### src/rtl/mini_core_accel_pkg.sv
// Shared types and CR address map for the mini-core accelerator farm.
// Lane state enum, per-lane operand/result bundles and region bounds.
package mini_core_accel_pkg;

    localparam int INT8_MULTIPLIER_NUM = 16;

    localparam logic [31:0] CR_MEM_REGION_FLOOR = 32'h00FE_0000;
    localparam logic [31:0] CR_MEM_REGION_ROOF  = 32'h00FE_FFFF;
    localparam logic [31:0] CR_MULTIPLICANT_0   = 32'h00FE_F000;
    localparam logic [31:0] CR_MULTIPLIER_0     = 32'h00FE_F001;
    localparam logic [31:0] CR_MUL2CORE_INT8_0  = 32'h00FE_F050;
    localparam logic [31:0] CR_DONE_0           = 32'h00FE_F051;
    localparam logic [31:0] CR_DEBUG_0          = 32'h00FE_FF00;

    typedef struct packed {
        logic [7:0] multiplicant;
        logic [7:0] multiplier;
    } t_mul_input;

    typedef struct packed {
        logic [15:0] result;
        logic        done;
    } t_mul_output;

    typedef t_mul_input  [INT8_MULTIPLIER_NUM-1:0] t_accel_farm_input;
    typedef t_mul_output [INT8_MULTIPLIER_NUM-1:0] t_accel_farm_output;
    typedef logic [31:0] t_cr_debug;

    typedef enum logic [1:0] {IDLE, BUSY, READY} t_cr_lane_state;

    // Lane CRs are interleaved two bytes apart from each block base.
    function automatic logic [31:0] lane_addr(logic [31:0] base, int lane);
        return base + 32'(2 * lane);
    endfunction

endpackage

### src/rtl/mini_core_accel_cr_if.sv
// Core-side CR access bundle for the accelerator control registers.
// The core data-memory stage is master; the CR block is slave.
interface mini_core_accel_cr_if #(
    parameter int ADDR_W = 32
);
    logic              cr_rd_en;
    logic              cr_wr_en;
    logic [ADDR_W-1:0] cr_addr;
    logic [31:0]       cr_wr_data;
    logic [31:0]       cr_rd_data;
    logic              cr_hit;

    modport master (
        output cr_rd_en, cr_wr_en, cr_addr, cr_wr_data,
        input  cr_rd_data, cr_hit
    );

    modport slave (
        input  cr_rd_en, cr_wr_en, cr_addr, cr_wr_data,
        output cr_rd_data, cr_hit
    );
endinterface

### src/rtl/mini_core_accel_cr_lane.sv
// One multiplier lane: operand registers, start pulse and result capture.
// done is high exactly while the lane sits in READY.
module mini_core_accel_cr_lane
    import mini_core_accel_pkg::*;
(
    input  logic        clk,
    input  logic        rst_n,
    input  logic        wr_multiplicant,
    input  logic        wr_multiplier,
    input  logic [7:0]  wr_data,
    input  t_mul_output mul_out,
    output logic [7:0]  multiplicant,
    output logic [7:0]  multiplier,
    output logic        start,
    output logic [15:0] result,
    output logic        done
);
    t_cr_lane_state state, state_n;
    logic start_n;
    logic capture;

    // State, start pulse, operand and result registers.
    always_ff @(posedge clk or negedge rst_n) begin
        if (!rst_n) begin
            state        <= IDLE;
            start        <= 1'b0;
            multiplicant <= '0;
            multiplier   <= '0;
            result       <= '0;
        end else begin
            state <= state_n;
            start <= start_n;
            if (wr_multiplicant) multiplicant <= wr_data;
            if (wr_multiplier)   multiplier   <= wr_data;
            if (capture)         result       <= mul_out.result;
        end
    end

    // Next state: core writes beat a same-cycle done; done is ignored
    // while a start pulse is on the wire.
    always_comb begin
        state_n = state;
        start_n = 1'b0;
        capture = 1'b0;
        if (wr_multiplier) begin
            state_n = BUSY;
            start_n = 1'b1;
        end else if (wr_multiplicant) begin
            if (state == BUSY) start_n = 1'b1;
            else               state_n = IDLE;
        end else if (state == BUSY && mul_out.done && !start) begin
            capture = 1'b1;
            state_n = READY;
        end
    end

    assign done = (state == READY);

endmodule

### src/rtl/mini_core_accel_cr.sv
// CR slave for the int8 multiplier farm: decode, read mux, lane array.
// MINI_CORE_ACCEL_CR_DEBUG_EN builds the CR_DEBUG_0 scratch register.
module mini_core_accel_cr
    import mini_core_accel_pkg::*;
#(
    parameter int LANES  = INT8_MULTIPLIER_NUM,
    parameter int ADDR_W = 32
) (
    input  logic                   Clk,
    input  logic                   RstN,
    mini_core_accel_cr_if.slave    cr,
    output t_accel_farm_input      accel_farm_input,
    output logic [LANES-1:0]       core2mul_start,
    input  t_accel_farm_output     accel_farm_output
);
    logic [7:0]  mcand  [LANES];
    logic [7:0]  mplier [LANES];
    logic [15:0] result [LANES];
    logic [LANES-1:0] lane_done;
    logic [31:0] rd_next;
    logic [31:0] rd_q;

    assign cr.cr_hit = (cr.cr_addr >= ADDR_W'(CR_MEM_REGION_FLOOR)) &&
                       (cr.cr_addr <= ADDR_W'(CR_MEM_REGION_ROOF));

    for (genvar i = 0; i < LANES; i++) begin : g_lane
        logic wr_mc;
        logic wr_mp;
        assign wr_mc = cr.cr_wr_en &&
            (cr.cr_addr == ADDR_W'(lane_addr(CR_MULTIPLICANT_0, i)));
        assign wr_mp = cr.cr_wr_en &&
            (cr.cr_addr == ADDR_W'(lane_addr(CR_MULTIPLIER_0, i)));

        mini_core_accel_cr_lane u_lane (
            .clk             (Clk),
            .rst_n           (RstN),
            .wr_multiplicant (wr_mc),
            .wr_multiplier   (wr_mp),
            .wr_data         (cr.cr_wr_data[7:0]),
            .mul_out         (accel_farm_output[i]),
            .multiplicant    (mcand[i]),
            .multiplier      (mplier[i]),
            .start           (core2mul_start[i]),
            .result          (result[i]),
            .done            (lane_done[i])
        );
    end

    // Operand bundle toward the farm; unused lanes stay at zero.
    always_comb begin
        accel_farm_input = '0;
        for (int i = 0; i < LANES; i++) begin
            accel_farm_input[i].multiplicant = mcand[i];
            accel_farm_input[i].multiplier   = mplier[i];
        end
    end

`ifdef MINI_CORE_ACCEL_CR_DEBUG_EN
    t_cr_debug debug_q;

    // Debug scratch register, full 32-bit write.
    always_ff @(posedge Clk or negedge RstN) begin
        if (!RstN) begin
            debug_q <= '0;
        end else if (cr.cr_wr_en &&
                     cr.cr_addr == ADDR_W'(CR_DEBUG_0)) begin
            debug_q <= cr.cr_wr_data;
        end
    end
`else
    logic unused_wr_data;
    assign unused_wr_data = ^cr.cr_wr_data[31:8];
`endif

    // Read mux over pre-write register values; misses return zero.
    always_comb begin
        rd_next = '0;
        for (int i = 0; i < LANES; i++) begin
            if (cr.cr_addr == ADDR_W'(lane_addr(CR_MULTIPLICANT_0, i)))
                rd_next = {24'b0, mcand[i]};
            if (cr.cr_addr == ADDR_W'(lane_addr(CR_MULTIPLIER_0, i)))
                rd_next = {24'b0, mplier[i]};
            if (cr.cr_addr == ADDR_W'(lane_addr(CR_MUL2CORE_INT8_0, i)))
                rd_next = {16'b0, result[i]};
            if (cr.cr_addr == ADDR_W'(lane_addr(CR_DONE_0, i)))
                rd_next = {31'b0, lane_done[i]};
        end
`ifdef MINI_CORE_ACCEL_CR_DEBUG_EN
        if (cr.cr_addr == ADDR_W'(CR_DEBUG_0))
            rd_next = debug_q;
`endif
    end

    // Registered read data, one-cycle latency.
    always_ff @(posedge Clk or negedge RstN) begin
        if (!RstN)            rd_q <= '0;
        else if (cr.cr_rd_en) rd_q <= rd_next;
    end

    assign cr.cr_rd_data = rd_q;

endmodule
### src/flat_wrapper.sv
// flat-port wrapper written by rule: the top's interface ports become plain ports
module mini_core_accel_cr_flat import mini_core_accel_pkg::*;
#(
    parameter int LANES  = INT8_MULTIPLIER_NUM,
    parameter int ADDR_W = 32
)
  (Clk, RstN, accel_farm_input, core2mul_start, accel_farm_output, cr_cr_rd_en, cr_cr_wr_en, cr_cr_addr, cr_cr_wr_data, cr_cr_rd_data, cr_cr_hit);
  mini_core_accel_cr_if #(.ADDR_W(ADDR_W)) cr_i ();
  input  logic Clk;
  input  logic RstN;
  output t_accel_farm_input accel_farm_input;
  output logic [LANES-1:0] core2mul_start;
  input  t_accel_farm_output accel_farm_output;
  input wire logic [$bits(cr_i.cr_rd_en)-1:0] cr_cr_rd_en;
  input wire logic [$bits(cr_i.cr_wr_en)-1:0] cr_cr_wr_en;
  input wire logic [$bits(cr_i.cr_addr)-1:0] cr_cr_addr;
  input wire logic [$bits(cr_i.cr_wr_data)-1:0] cr_cr_wr_data;
  output wire logic [$bits(cr_i.cr_rd_data)-1:0] cr_cr_rd_data;
  output wire logic [$bits(cr_i.cr_hit)-1:0] cr_cr_hit;
  assign cr_i.cr_rd_en = cr_cr_rd_en;
  assign cr_i.cr_wr_en = cr_cr_wr_en;
  assign cr_i.cr_addr = cr_cr_addr;
  assign cr_i.cr_wr_data = cr_cr_wr_data;
  assign cr_cr_rd_data = cr_i.cr_rd_data;
  assign cr_cr_hit = cr_i.cr_hit;
  mini_core_accel_cr #(.LANES(LANES), .ADDR_W(ADDR_W)) u_core (.Clk(Clk), .RstN(RstN), .cr(cr_i), .accel_farm_input(accel_farm_input), .core2mul_start(core2mul_start), .accel_farm_output(accel_farm_output));
endmodule
### config.mk
export PLATFORM = sky130hd
export DESIGN_NAME = mini_core_accel_cr_flat
export DESIGN_NICKNAME = d
export VERILOG_FILES = /design/src/rtl/mini_core_accel_pkg.sv /design/src/rtl/mini_core_accel_cr_if.sv /design/src/rtl/mini_core_accel_cr_lane.sv /design/src/rtl/mini_core_accel_cr.sv /design/src/flat_wrapper.sv
export SDC_FILE = /design/constraint.sdc
export NUM_CORES = 1
export LEC_CHECK = 0
export ABC_AREA = 1
export BUFFER_PORTS_ARGS = -buffer_cell sky130_fd_sc_hd__buf_2
export CAP_MARGIN = 20
export CELL_PAD_IN_SITES_DETAIL_PLACEMENT = 1
export CELL_PAD_IN_SITES_GLOBAL_PLACEMENT = 1
export CORE_MARGIN = 2
export CORE_UTILIZATION = 25
export DETAILED_ROUTE_END_ITERATION = 16
export HOLD_SLACK_MARGIN = 0.03
export PLACE_DENSITY = 0.62
export SLEW_MARGIN = 40
export SYNTH_ARGS = -nofsm -noshare
export SYNTH_HDL_FRONTEND = slang
export SYNTH_HIERARCHICAL = 1
export SYNTH_SLANG_ARGS = --single-unit
### constraint.sdc
create_clock -name Clk -period 3.6 [get_ports Clk]
set_input_delay 0.54 -clock Clk [delete_from_list [all_inputs] [get_ports Clk]]
set_output_delay 0.54 -clock Clk [all_outputs]
set_load 0.02 [all_outputs]
==> results of run 1 <==
timing repair:
action | CTS | global route
endpoints found under the setup margin | 16 | 222
buffers inserted | 23 | 56
hold buffers | 1 | 0
resized for setup | 145 | 190
cloned | 0 | 5
pin swaps | 100 | 130
hold endpoints to repair | 58 | 0
routing by layer:
layer	global-route usage, %	part of all wire (%)
met1	31.2	45
met2	38.1	47
met3	5.42	5.9
met4	5.44	2.2
met5	0	0.037
sequential cells by signal, indices dropped and copies added (netlist names):
signal	flops
u_core/g_lane.u_lane/multiplier	128
u_core/g_lane.u_lane/multiplicant	128
u_core/g_lane.u_lane/start	16
u_core/g_lane.u_lane/state	32
u_core/g_lane.u_lane/result	256
u_core/cr.cr_rd_data	16
cells by family after synthesis:
group / count (synthesis) / share of synthesized area (%)
AO/OA/AOI/OAI: 113 / 2.92
buffers and inverters: 385 / 6.48
flip-flops: 576 / 49.5
multiplexers: 128 / 4.95
other: 1 / 0.0129
AND/OR/NAND/NOR: 2479 / 36.1
placed cells by master (no fill, tap or decap), types with 16 or more instances in the layout:
cell	instances
nor3_1	56
nor2_4	56
nand3_1	150
nand4_1	48
buf_6	31
dfrtp_1	575
nor2_2	16
clkbuf_16	80
conb_1	16
nor2_1	280
inv_2	25
nand2_2	58
clkinv_2	19
nand3_4	25
nand2_1	1687
clkbuf_8	21
nand3_2	50
a221oi_2	30
inv_1	181
buf_12	29
mux2_2	127
buf_2	589
buf_4	423
o211ai_1	16
o21ai_1	17
report_power, final:
part           leakage, nW  switching, mW  internal, mW
clock                 1.27           3.05          4.86
sequential            8.05    0.000000305          6.48
combinational         13.8          0.437         0.210
total                 23.2           3.49          11.5
through the flow:
| step | hold WS, ns | util (%) | instances | instance area [µm²] | power (mW) |
|---|---|---|---|---|---|
| after global routing | 0.0708 | 35.5 | 6293 | 41100 | 15.5 |
| after CTS | 0.0482 | 34.4 | 6231 | 39800 | 15.2 |
| after floorplan | 0.244 | - | 3697 | 29200 | 6.69 |
| final | 0.0858 | 35.5 | 6293 | 41100 | 15.0 |
| after global placement | 0.462 | 31.4 | 6076 | 36400 | 7.22 |
| after detailed placement | 0.465 | 31.4 | 6076 | 36400 | 7.22 |
critical path, delay by kind of cell:
family | cells | cell delay (ns)
and+or+nand+nor | 31 | 3.13
buffers and inverters | 6 | 0.70
AOI/OAI and AO/OA | 5 | 0.66
path summary, 6_finish.rpt:
kind,startpoint,to,cells past startpoint
worst max register to register,u_core/g_lane[0].u_lane/multiplier[0]$_DFFE_PN0P_,u_core/cr.cr_rd_data[0]$_DFFE_PN0P_,34
worst max-delay path,cr_cr_addr[30],u_core/cr.cr_rd_data[6]$_DFFE_PN0P_,42
max in group asynchronous,RstN,u_core/g_lane[0].u_lane/multiplier[0]$_DFFE_PN0P_,3
worst min register to register,u_core/g_lane[13].u_lane/result[15]$_DFFE_PN0P_,u_core/g_lane[13].u_lane/result[15]$_DFFE_PN0P_,2
min in group asynchronous,RstN,u_core/g_lane[8].u_lane/result[2]$_DFFE_PN0P_,2
worst min-delay path,accel_farm_output[142],u_core/g_lane[8].u_lane/result[5]$_DFFE_PN0P_,3
synthesized netlist by cell type (all sizes together), types with 2 or more instances:
library cell | instances | area [µm²]
mux2 | 128 | 1440
clkbuf | 28 | 105
nand3 | 225 | 1340
a21oi | 11 | 58.8
nand4 | 48 | 300
a211oi | 2 | 15.0
clkinv | 18 | 87.6
o21ai | 36 | 188
nor3b | 15 | 113
or2 | 14 | 87.6
buf | 118 | 860
o211ai | 28 | 270
a221oi | 35 | 307
dfrtp | 576 | 14400
nor4 | 5 | 61.3
inv | 221 | 832
nor2 | 355 | 1660
nand2 | 1759 | 6640
nor3 | 57 | 297
final cells by class:
class	count	area, µm²	share of cell area (%)
clock inverters	25	354	0.862
inverters	239	1010	2.47
repair inverters	1	7.51	0.0183
well taps	1524	1910	4.64
diodes	2	5.00	0.0122
repair buffers	1084	7270	17.7
multi-input cells	2736	13900	33.8
flip-flops and latches	576	14400	35.1
clock buffers	106	2220	5.41
==> impl_results.md, run 1 <==
* I/O pin cnt at 645
* TritonCTS Sinks at 576
* Slew Limit Fails at 0
* Drt via density at 4.62
* Crit Path Max Fanout at 9
* Worst Clk Skew at 0.0361 ns
* Worst path slowest cell: nor4_4
* Htree depth at 3
* Nets at 5,051
* Critical path startpoint category: input pin
* Layout overhead on the synthesized area at 41.2%
* Worst-Margin Slew at 0.749 ns
* DIE AREA at 119,000 µm²
* Sequential area share after synthesis at 49.5%
* Via count at 29,099
* Initial DRC Count at 1,483
* HPWL reported at the end of detailed placement at 111,000 µm
* Failing checks: negative setup slack
* Period utilisation layout at 126%
* Min Tclk post-route at 4.55 ns
* Insertion delay to the later sink of the worst-skew pair at 0.65 ns
* Initial antenna violation count at 18
* Drc violations at 0
* Highest cell delay on the worst timing path at 0.34 ns
* EDFF count, synth at 0
* Post-Synthesis Cells at 3,682
* Initial core utilization at 25.1%
* Post-synth ARST share at 100%
* GP Congestion at 0.892
* Num rows at 125
* Global-route wire length before repair at 206,000 µm
* Max cap viols at 0
* Post-DRT Antenna Nets at 0
* Arrival @ worst endpoint at 5.08 ns
* Setup violators final at 42
* Fill count at 14,012
* Max-slew headroom at 50.1%
* Fmax at 0.220 GHz
* Post-synthesis average cell area at 7.90 µm²
* #FFs+latches synth at 576
* Wirelength per Cell at 22.7 µm
* RSZ-0062 raised after global routing: true
* DRT Pass-1 Iters at 5
* Worst reg-to-reg setup slack at -0.58 ns
* IO Port Bufs at 604
* Total congestion overflow at 0
* Synth Flop Type: dfrtp_1
* Yosys warnings at 6
* DP Worst Slack at -1.87 ns
* TNS Setup at -7.91 ns
* Final wirelength at 143,000 µm
* Final worst-path setup slack at -0.948 ns
* Die Y at 345 µm
* Worst-path clk slew at 0.06 ns
* Outcome: complete, but fails checks
* Synth unique cells at 42
* Number of global-route vias before repair at 30,370
* TritonCTS clock tree: yes
* Die Width at 345 µm
* Path type of the worst min-delay path: in2reg
* Gr usage total at 23.3%
* Post-synthesis cell area at 29,100 µm²
* Power Dens Cells at 366 nW/µm²
* Layout cells sized above 1 at 35.4%
* CTS root buf: clkbuf_16
* Final hold vios at 0
* Worst path most repeated cell: nand2_1
* CTS Buf Count at 73
* Worst setup EP type: flop
* Core area at 116,000 µm²
* LEAKAGE at 23.2 nW
* Req. time, crit path at 4.13 ns
* Maximum vdd drop at 0.285 mV
* Clock tree buffer depth at 3
* Largest net degree at the start of global routing at 77
* CP Class: in2reg
Power figures use the tool's default switching activity.
==> run 2: changes to the inputs <==
--- a/config.mk
+++ b/config.mk
@@ -11,10 +11,10 @@
 export CELL_PAD_IN_SITES_DETAIL_PLACEMENT = 1
 export CELL_PAD_IN_SITES_GLOBAL_PLACEMENT = 1
 export CORE_MARGIN = 2
-export CORE_UTILIZATION = 25
+export CORE_UTILIZATION = 40
 export DETAILED_ROUTE_END_ITERATION = 16
 export HOLD_SLACK_MARGIN = 0.03
-export PLACE_DENSITY = 0.62
+export PLACE_DENSITY = 0.88
 export SLEW_MARGIN = 40
 export SYNTH_ARGS = -nofsm -noshare
 export SYNTH_HDL_FRONTEND = slang
==> impl_results.md, run 2 (synthesis results as in run 1) <==
* Outcome: complete, but fails checks
* Failing checks: negative setup slack
* Worst setup EP type: flop
* TNS Setup at -9.94 ns
* Reg-to-Reg End: u_core/cr.cr_rd_data[0]$_DFFE_PN0P_
* Req. time, crit path at 4.08 ns
* RSZ-0062 raised after global routing: true
* Wirelength per Cell at 26.2 µm
* TritonCTS clock tree: yes
* Die Width at 274 µm
* TritonCTS Sinks at 576
* Worst Min Path Start: accel_farm_output[264]
* CTS root buf: clkbuf_16
* CP Class: in2reg
* Htree depth at 3
* Power Dens Cells at 368 nW/µm²
* Largest net degree at the start of global routing at 93
* DRT Pass-1 Iters at 6
* Maximum vdd drop at 0.468 mV
* I/O pin cnt at 645
* Gr usage total at 37.1%
* Final hold vios at 0
* Max-slew headroom at 35.5%
* Layout overhead on the synthesized area at 34.9%
* Period utilisation layout at 137%
* Num rows at 98
* Via count at 31,578
* Worst R2R Start: u_core/g_lane[0].u_lane/state[1]$_DFFE_PN0P_
* Regs by FF count: u_core/g_lane.u_lane/result (256), u_core/g_lane.u_lane/multiplicant (128), u_core/g_lane.u_lane/multiplier (128)
* GP Congestion at 0.960
* Path type of the worst min-delay path: in2reg
* WHS Endpoint: u_core/g_lane[15].u_lane/result[8]$_DFFE_PN0P_
* Insertion delay to the later sink of the worst-skew pair at 0.61 ns
* Worst path slowest cell: nor2_4
* IO Port Bufs at 604
* DIE AREA at 74,900 µm²
* Setup violators final at 16
* Number of global-route vias before repair at 32,983
* Commonest non-fill, non-tap cell in the layout: nand2_1
* Worst Clk Skew at 0.0138 ns
* Final wirelength at 147,000 µm
* Total congestion overflow at 0
* Hold depth at 3
* Max FFs per register at 256
* Final worst-path setup slack at -1.33 ns
* Arrival @ worst endpoint at 5.41 ns
* Drc violations at 0
* Max cap viols at 0
* Fmax at 0.203 GHz
* Initial DRC Count at 2,938
* Initial antenna violation count at 14
* Worst reg-to-reg setup slack at -0.95 ns
* LEAKAGE at 22.6 nW
* Highest cell delay on the worst timing path at 0.30 ns
* Layout cells sized above 1 at 33.9%
* Critical path startpoint category: input pin
* CTS Buf Count at 68
* Worst-path clk slew at 0.06 ns
* Nets at 4,960
* Post-DRT Antenna Nets at 0
* Fin util at 54.7%
* Initial core utilization at 40.6%
* Slew Limit Fails at 0
* Crit Path Max Fanout at 7
* Most frequent cells in the layout: nand2_1, buf_2, dfrtp_1
* HPWL reported at the end of detailed placement at 100,000 µm
* Worst-Margin Slew at 0.967 ns
* Worst path most repeated cell: nand2_1
* Drt via density at 5.62
* R2R depth at 36
* Largest Register: u_core/g_lane.u_lane/result
* Clock tree buffer depth at 3
* Die Y at 274 µm
* Min Tclk post-route at 4.93 ns
* Global-route wire length before repair at 207,000 µm
* Final hold slack at 0.138 ns
* Core area at 71,700 µm²
run 2: cell types whose count changed in the layout (fill, tap and decap cells not counted), moves of 12 or more:
cell     before   now
inv_1       181   193
nor2_1      280   298
nand2_4      12    26
nor2_4       56    39
nand2_1    1687  1667
buf_12       29    17
buf_4       423   360
run 2: where the power goes:
part,leakage (nW),internal (mW),switching [mW]
Clock,1.13,4.35,2.96
Combinational,13.4,0.204,0.452
Sequential,8.05,6.47,0.000000338
run 2: routing by layer:
| metal | global-route usage (%) | part of all wire [%] | vias up |
|---|---|---|---|
| met3 | 8.15 | 8.4 | 624 |
| met2 | 59.7 | 46 | 1825 |
| met5 | 0 | 0.035 | - |
| li1 | - | - | 13458 |
| met1 | 45.8 | 38 | 15661 |
| met4 | 21.5 | 7.1 | 10 |
run 2: worst max-delay path by stage:
stage,slack (ns),endpoint,cells after the start,from
final,-1.33,u_core/cr.cr_rd_data[5]$_DFFE_PN0P_,48,cr_cr_addr[5]
after floorplan,-0.21,u_core/cr.cr_rd_data[4]$_DFFE_PN0P_,42,cr_cr_addr[27]
after global placement,-1.62,u_core/cr.cr_rd_data[0]$_DFFE_PN0P_,41,cr_cr_addr[2]
after detailed placement,-1.75,u_core/cr.cr_rd_data[2]$_DFFE_PN0P_,45,cr_cr_addr[3]
after CTS,-0.99,u_core/cr.cr_rd_data[1]$_DFFE_PN0P_,46,cr_cr_addr[25]
after global routing,-1.66,u_core/cr.cr_rd_data[5]$_DFFE_PN0P_,48,cr_cr_addr[5]
run 2: what timing repair did:
item                                   CTS  global route
setup endpoints to repair               16            16
pin swaps                              104            80
resized for setup                      178           135
endpoints found under the hold margin   59             0
hold buffers                             1             0
buffers inserted                        10            17
run 2: metrics by stage:
step                      setup slack, ns  power (mW)  area, µm²  cells
after floorplan                    -0.207        6.69      29200   3697
after global placement              -1.62        7.20      35500   5477
after detailed placement            -1.75        7.21      35500   5477
after CTS                          -0.994        14.4      38600   5603
after global routing                -1.66        14.8      39300   5622
final                               -1.33        14.4      39300   5623
run 2: layout make-up:
type	instances	area [µm²]
diodes	6	15.0
inverters	239	957
repair buffers	999	6370
well taps	950	1190
clock buffers	90	1940
clock inverters	27	353
multi-input cells	2736	14000
flip-flops and latches	576	14400
fillers	8778	32500
run 2: worst max-delay path: cells and delay by family:
family | cells | cell delay [ns]
buf+inv | 3 | 0.30
simple gates | 40 | 3.90
compound gates | 5 | 0.66
==> run 3: changes to the inputs <==
--- a/config.mk
+++ b/config.mk
@@ -15,6 +15,7 @@
 export DETAILED_ROUTE_END_ITERATION = 16
 export HOLD_SLACK_MARGIN = 0.03
 export PLACE_DENSITY = 0.88
+export REMOVE_ABC_BUFFERS = 1
 export SLEW_MARGIN = 40
 export SYNTH_ARGS = -nofsm -noshare
 export SYNTH_HDL_FRONTEND = slang
==> impl_results.md, run 3 (synthesis results as in run 1) <==
* Final hold vios at 0
* Fill count at 8,886
* Wirelength per Cell at 24.9 µm
* Post-DRT Antenna Nets at 0
* CP Class: in2reg
* Highest cell delay on the worst timing path at 0.32 ns
* Insertion delay to the later sink of the worst-skew pair at 0.60 ns
* Path type of the worst min-delay path: in2reg
* Initial core utilization at 40.6%
* Setup violators final at 8
* Final worst-path setup slack at -1.10 ns
* Most frequent cells in the layout: nand2_1, buf_2, dfrtp_1
* TritonCTS Sinks at 576
* Core area at 71,700 µm²
* Drt via density at 5.56
* Initial DRC Count at 2,748
* Critical path startpoint category: input pin
* Worst setup EP type: flop
* Power Dens Cells at 356 nW/µm²
* LEAKAGE at 22.3 nW
* Fin util at 53.8%
* Final wirelength at 139,000 µm
* PnR Total Power at 13.8 mW
* DIE AREA at 74,900 µm²
* Routing usage on met2 at 59.3%
* Gr usage total at 35.7%
* Largest Register: u_core/g_lane.u_lane/result
* Arrival @ worst endpoint at 5.18 ns
* Number of global-route vias before repair at 32,841
* Clock tree buffer depth at 3
* GR peak layer: met2
* IO Port Bufs at 604
* Maximum vdd drop at 0.330 mV
* Die Width at 274 µm
* Period utilisation layout at 130%
* Drc violations at 0
* Initial antenna violation count at 6
* TritonCTS clock tree: yes
* Max FFs per register at 256
* Layout cells sized above 1 at 33.1%
* Final hold slack at 0.132 ns
* Die Y at 274 µm
* Nets at 4,944
* Total congestion overflow at 0
* CTS Buf Count at 66
* Worst-path clk slew at 0.06 ns
* Worst Min Path Start: accel_farm_output[182]
* Met1 Use GR at 44.6%
* Largest net degree at the start of global routing at 64
* Slew Limit Fails at 0
* Crit Path Max Fanout at 6
* Worst path slowest cell: nor4_4
* Req. time, crit path at 4.08 ns
* Worst reg-to-reg setup slack at -0.68 ns
* CTS root buf: clkbuf_16
* Worst R2R Start: u_core/g_lane[0].u_lane/multiplier[2]$_DFFE_PN0P_
* HPWL reported at the end of detailed placement at 99,700 µm
* Max cap viols at 0
* Hold depth at 3
* Max-slew headroom at 49.5%
* Layout overhead on the synthesized area at 32.7%
* R2R depth at 38
* Fmax at 0.213 GHz
* Outcome: complete, but fails checks
* RSZ-0062 raised after global routing: true
* Reg-to-Reg End: u_core/cr.cr_rd_data[2]$_DFFE_PN0P_
* Worst path most repeated cell: nand2_2
* Worst-Margin Slew at 0.758 ns
* Met3 usage at 5.94%
* GP Congestion at 0.942
* Failing checks: negative setup slack
* Min Tclk post-route at 4.70 ns
* DRT Pass-1 Iters at 6
* Global-route wire length before repair at 202,000 µm
* Regs by FF count: u_core/g_lane.u_lane/result (256), u_core/g_lane.u_lane/multiplicant (128), u_core/g_lane.u_lane/multiplier (128)
* WHS Endpoint: u_core/g_lane[10].u_lane/result[11]$_DFFE_PN0P_
* I/O pin cnt at 645
* Htree depth at 3
* Worst Clk Skew at 0.0185 ns
* Num rows at 98
* Via count at 31,158
* Commonest non-fill, non-tap cell in the layout: nand2_1
## run 3: layer usage
metal | part of all wire (%) | vias to the layer above
met1 | 39 | 15589
li1 | - | 13402
met3 | 7.5 | 485
met2 | 47 | 1678
met5 | 0.019 | -
met4 | 6.5 | 4
## run 3: worst max-delay path, delay by kind of cell
kind | cells | cell delay [ns]
simple gates | 36 | 3.63
compound gates | 6 | 0.81
buf+inv | 2 | 0.16
## run 3: area by class of cell
type / instances / area [µm²] / share of cell area (%)
inverters: 239 / 930 / 2.41
clock buffers: 96 / 1900 / 4.92
clock inverters: 18 / 153 / 0.395
multi-input cells: 2737 / 13700 / 35.5
diodes: 5 / 12.5 / 0.0324
well taps: 950 / 1190 / 3.08
flip-flops and latches: 576 / 14400 / 37.3
repair buffers: 984 / 6310 / 16.4
## run 3: where the power goes
group	leakage, nW	internal [mW]	switching, mW
clock network	1.01	3.80	2.84
logic	13.3	0.210	0.439
registers	8.05	6.47	0.000000322
total	22.3	10.5	3.27
## run 3: stage by stage
stage / std cells / setup TNS (ns) / worst slack, ns / instance area (µm²)
floorplan: 3551 / -110.99 / -1.44 / 28200
global placement: 5454 / -16.11 / -1.45 / 35300
detailed placement: 5455 / -19.90 / -1.64 / 35300
CTS: 5576 / -6.01 / -0.874 / 37800
global route: 5602 / -9.97 / -1.35 / 38600
finish: 5605 / -7.25 / -1.10 / 38600
## run 3: worst max path at each step
| stage | depth (start not counted) | endpoint | slack (ns) | from |
|---|---|---|---|---|
| global route | 45 | u_core/cr.cr_rd_data[2]$_DFFE_PN0P_ | -1.35 | cr_cr_addr[26] |
| detailed placement | 44 | u_core/cr.cr_rd_data[1]$_DFFE_PN0P_ | -1.64 | cr_cr_addr[20] |
| global placement | 44 | u_core/cr.cr_rd_data[2]$_DFFE_PN0P_ | -1.45 | cr_cr_addr[21] |
| finish | 44 | u_core/cr.cr_rd_data[2]$_DFFE_PN0P_ | -1.10 | cr_cr_addr[21] |
| CTS | 45 | u_core/cr.cr_rd_data[2]$_DFFE_PN0P_ | -0.87 | cr_cr_addr[24] |
| floorplan | 39 | u_core/cr.cr_rd_data[0]$_DFFE_PN0P_ | -1.44 | cr_cr_addr[29] |
## run 3: what timing repair did
item | in CTS | in global routing
setup endpoints to repair | 16 | 16
setup buffers | 6 | 22
hold endpoints to repair | 10 | 0
hold buffers | 1 | 0
pin swaps | 57 | 118
resized for setup | 98 | 149
gates cloned | 0 | 2
